--- config.mk ---
export PLATFORM = sky130hd
export DESIGN_NAME = k12a_sequencer_regs
export DESIGN_NICKNAME = d
export VERILOG_FILES = /design/src/rtl/k12a_sequencer_regs_pkg.sv /design/src/rtl/k12a_sync_edge.sv /design/src/rtl/k12a_sequencer_regs.sv
export SDC_FILE = /design/constraint.sdc
export NUM_CORES = 1
export LEC_CHECK = 0
export CORE_ASPECT_RATIO = 1.1
export CORE_MARGIN = 4
export CORE_UTILIZATION = 49
export CTS_BUF_LIST = sky130_fd_sc_hd__clkbuf_4 sky130_fd_sc_hd__clkbuf_8
export DETAILED_ROUTE_END_ITERATION = 12
export PLACE_DENSITY = 0.86
export SLEW_MARGIN = 20
export SYNTH_ARGS = -nofsm -noshare
export SYNTH_HDL_FRONTEND = slang
export SYNTH_SLANG_ARGS = --single-unit
--- constraint.sdc ---
create_clock -name clock -period 2.4 [get_ports clock]
set_input_delay 0.36 -clock clock [delete_from_list [all_inputs] [get_ports clock]]
set_output_delay 0.36 -clock clock [all_outputs]
set_load 0.03 [all_outputs]
--- src/rtl/k12a_sequencer_regs_pkg.sv ---
// k12a_sequencer_regs_pkg: shared K12A sequencer types, encodings and constants
package k12a_sequencer_regs_pkg;

    typedef enum logic [2:0] {
        STATE_FETCH1 = 3'd0,
        STATE_FETCH2 = 3'd1,
        STATE_FETCH3 = 3'd2,
        STATE_EXEC   = 3'd3,
        STATE_HALT   = 3'd4
    } state_t;

    typedef enum logic [1:0] {
        SKIP_SEL_0                  = 2'd0,
        SKIP_SEL_CONDITION          = 2'd1,
        SKIP_SEL_CONDITION_INVERTED = 2'd2
    } skip_sel_t;

    localparam int K12A_WAKE_SYNC_STAGES_MIN = 2;

    // Unlisted encodings fall back to "no skip".
    function automatic logic skip_value(skip_sel_t sel, logic cond);
        return sel == SKIP_SEL_CONDITION          ? cond :
               sel == SKIP_SEL_CONDITION_INVERTED ? ~cond : 1'b0;
    endfunction

endpackage

--- src/rtl/k12a_sync_edge.sv ---
// k12a_sync_edge: N-flop synchroniser with rising-edge detect on the synchronised output
module k12a_sync_edge #(
    parameter int STAGES = 2
) (
    input  logic clock,
    input  logic reset_n,
    input  logic d,
    output logic rise
);
    logic [STAGES-1:0] sync;
    logic              prev;

    // Shift the async input through the chain and remember the last synchronised value.
    always_ff @(posedge clock or negedge reset_n) begin
        if (!reset_n) begin
            sync <= '0;
            prev <= 1'b0;
        end else begin
            sync <= (sync << 1) | STAGES'(d);
            prev <= sync[STAGES-1];
        end
    end

    assign rise = sync[STAGES-1] & ~prev;

endmodule

--- src/rtl/k12a_sequencer_regs.sv ---
// k12a_sequencer_regs: state, instruction, skip, wake and retire-count registers around the K12A FSM
module k12a_sequencer_regs
    import k12a_sequencer_regs_pkg::*;
#(
    parameter int SYNC_STAGES = 2,
    parameter int COUNT_WIDTH = 16
) (
    input  logic                   clock,
    input  logic                   reset_n,
    input  logic                   run_enable,
    input  state_t                 next_state,
    input  logic                   inst_high_store,
    input  logic                   inst_low_store,
    input  logic [7:0]             data_bus,
    input  skip_sel_t              skip_sel,
    input  logic                   skip_store,
    input  logic                   alu_condition,
    input  logic                   wake_request,
    output state_t                 state,
    output logic [15:0]            inst,
    output logic                   skip,
    output logic                   wake,
    output logic                   halted,
    output logic [COUNT_WIDTH-1:0] inst_count
);
    if (SYNC_STAGES < K12A_WAKE_SYNC_STAGES_MIN) begin : g_bad_sync_stages
        $error("k12a_sequencer_regs: SYNC_STAGES must be at least 2");
    end

    logic wake_rise;
    logic wake_set;
    logic wake_clr;

    k12a_sync_edge #(.STAGES(SYNC_STAGES)) u_wake_sync (
        .clock   (clock),
        .reset_n (reset_n),
        .d       (wake_request),
        .rise    (wake_rise)
    );

    assign halted   = state == STATE_HALT;
    assign wake_set = wake_rise & halted;
    assign wake_clr = halted & run_enable & (next_state != STATE_HALT);

    // Architectural registers advance only while the core is running.
    always_ff @(posedge clock or negedge reset_n) begin
        if (!reset_n) begin
            state      <= STATE_FETCH1;
            inst       <= 16'h0000;
            skip       <= 1'b0;
            inst_count <= '0;
        end else if (run_enable) begin
            state <= next_state;
            if (inst_high_store)
                inst[15:8] <= data_bus;
            if (inst_low_store)
                inst[7:0] <= data_bus;
            if (skip_store)
                skip <= skip_value(skip_sel, alu_condition);
            if (state == STATE_EXEC)
                inst_count <= inst_count + COUNT_WIDTH'(1);
        end
    end

    // Wake latch runs through stalls; leaving HALT consumes it and beats a coincident edge.
    always_ff @(posedge clock or negedge reset_n) begin
        if (!reset_n)
            wake <= 1'b0;
        else
            wake <= wake_clr ? 1'b0 : (wake | wake_set);
    end

endmodule

==> metrics.cfg <==
[setup_path]
timing.rr.end = inst_count[15]$_DFFE_PN0P_
rrSetupSlack_ns = 0.78
worstPathArrival_ns = 1.86
cp_max_fo = 4
critPathKind = flip-flop to primary output
start_kind = flip-flop
worst-endpoint-required_ns = 2.04
r2r_start = state[2]$_DFFE_PN0P_
r2r_cells = 4
end_kind = primary output

[global_routing]
antenna_found_initial = 0
grt-ovfl-total = 0
first_global_vias = 1254
grt_pass1_wl_microns = 5840
grt_max_degree = 41
grt_use_total_pct = 17.8

[final_layout]
antennaDiodeCount = 0
fin_cells = 216
drive_above_1_share_pct = 20.3
nNetsFinal = 203
area_growth_pct = 41.6

[route]
drt_pass1_iterations = 4
routed_wl_microns = 3490
dr_total_vias = 1149
wl_per_cell_microns = 16.1
vias_per_cell = 5.32
detail-route-antenna-nets = 0
first_iter_violations = 31
drc = 0

[die]
start_util_pct = 52.8
dieArea_sq_um = 4360
num_io_pins = 59
dieHeight_microns = 68.9
die_x_microns = 63.3
fp-row-count = 21
core_sq_um = 3130

[sta]
period_share_pct = 92.5
worst_slack_ns = 0.180
rsz0062_at_grt = no
hold_viol = 0
timing.fmax_mhz = 450
tightest_slew_ns = 0.854
slew_headroom_pct = 43.1
setup_viol = 0
hold_ws_ns = 0.103
fin_crit_ns = 2.22
fin_worst_skew_ns = 0.00423
final-max-slew-violation-count = 0
finalSetupTns_ns = 0

[clocking]
clock_sinks = 40
insertion_delay_ns = 0.35
cts_hold_buf = 0
htreeDepth = 2
ctsResizeCount = 0
clk_pin_slew_ns = 0.13
clock-root-buffer = clkbuf_4
cts_tree = yes
cts_setup_buffers = 0
cts-buffers-inserted = 5
clock_path_buffers = 2

[yosys]
yosys.area.top_type = dfrtp_1
synth_top_family_by_area = multiplexers
syn-cell-area_sq_um = 1650
syn_nets = 139
yosysWarningCount = 0
synth_compound_area_share_pct = 1.59
ys_types = 24
yosys.area_share.adder_pct = 0.758
syn_inst = 117
postSynthAreaPerCell_sq_um = 14.1
synth-simple-area-share_pct = 13.6
synth_area_leaders = dfrtp_1 (61%), mux2_2 (14%), xor2_1 (4.2%)
yosysTopAreaCellShare_pct = 60.7
synth-seq-cells = 40
synthMuxAreaShare_pct = 13.6
yosysSeqAreaShare_pct = 60.7
synth_xor_area_share_pct = 7.96

[outcome]
status = finished, final reports clean

[place]
io_buffers = 58
dp_slack_ns = 0.416
dp_cells = 208
gp_congestion = 0.821
hpwl_microns = 2560

[pwr]
fin_total_pwr_mw = 1.81
cellLeakagePower_nw = 1.02
ir_worst_vdd_mv = 0.529
power.density_nw_per_um2 = 775

[job]
max_cap_viol_count = 0

[hold_path]
hp-class = input pin to asynchronous set/reset pin

registers in the layout (all words and copies together), names as in the netlist:
register          cells
inst                 16
inst_count           16
skip                  1
state                 3
u_wake_sync.prev      1
u_wake_sync.sync      2
wake                  1
logic make-up after synthesis:
family,Yosys count
flip-flops,40
AO/OA/AOI/OAI,4
multiplexers,20
adder cells (fa/ha/maj),1
buffers and inverters,5
AND/OR/NAND/NOR,32
XOR/XNOR,15
routing by layer:
layer  share of wire, %  up-vias  GRT usage, %
met2                 48       45          29.7
met1                 41      555          19.5
met3                8.1        7          6.48
li1                   -      542             -
met4                2.5        0          11.3
met5                  0        -             0
stage by stage:
stage	util [%]	instance area [sq um]
floorplan	-	1650
global placement	72.2	2260
detailed placement	72.2	2260
CTS	74.7	2340
global route	74.7	2340
finish	74.7	2340
power breakdown:
group          total [mW]  leakage, nW  internal, mW  switching [mW]
registers           0.830        0.495         0.759          0.0712
logic               0.537        0.483         0.246           0.292
clock network       0.445       0.0412         0.217           0.227
critical path, stage by stage (launching register included):
cell,delay [ns]
dfrtp_1,0.43
nor3b_1,0.34
clkdlybuf4s50_1,0.74
worst max path at each step:
stage | start | to | slack [ns] | cells after the start
2_1_floorplan | state[2]$_DFFE_PN0P_ | wake$_DFF_PN0_ | 0.59 | 3
3_3_place_gp | run_enable | inst_count[15]$_DFFE_PN0P_ | 0.47 | 5
3_5_place_dp | run_enable | inst_count[15]$_DFFE_PN0P_ | 0.42 | 5
4_1_cts | state[0]$_DFFE_PN0P_ | halted | 0.15 | 2
5_1_grt | state[0]$_DFFE_PN0P_ | halted | 0.09 | 2
6_report | state[0]$_DFFE_PN0P_ | halted | 0.18 | 2
cells in the final DEF, fill, tap and decap left out, drive strengths merged:
master and instances:
ha 1, nand3 4, clkinv 1, clkbuf 5
clkdlybuf4s50 57, buf 2, a21oi 1, a41oi 1
nand2 6, nand4 6, or3b 1, and4b 1
nand3b 1, mux2 20, nor2 5, and3 1
and2 1, inv 3, bufinv 1, dfrtp 40
clkinvlp 1, nor3 4, and4 1, a31oi 2
xnor2 7, xor2 8, nor3b 1
Yosys cell counts (all sizes together):
cell / number
or3b: 1
and3: 1
a21oi: 1
xor2: 8
a41oi: 1
and4b: 1
a31oi: 2
nand2: 6
and2: 1
xnor2: 7
nor3b: 1
dfrtp: 40
nor3: 4
mux2: 20
buf: 2
nand3b: 1
ha: 1
nor2: 5
nand4: 6
nand3: 4
and4: 1
inv: 3
cell type report:
class	count	area [sq um]
tap	34	42.5
multi-input combinational	72	619
clock inverter	3	42.5
clock buffer	5	37.5
timing repair buffer	59	583
inverter	3	11.3
sequential	40	1000
fill	212	790
Power figures use the tool's default switching activity.
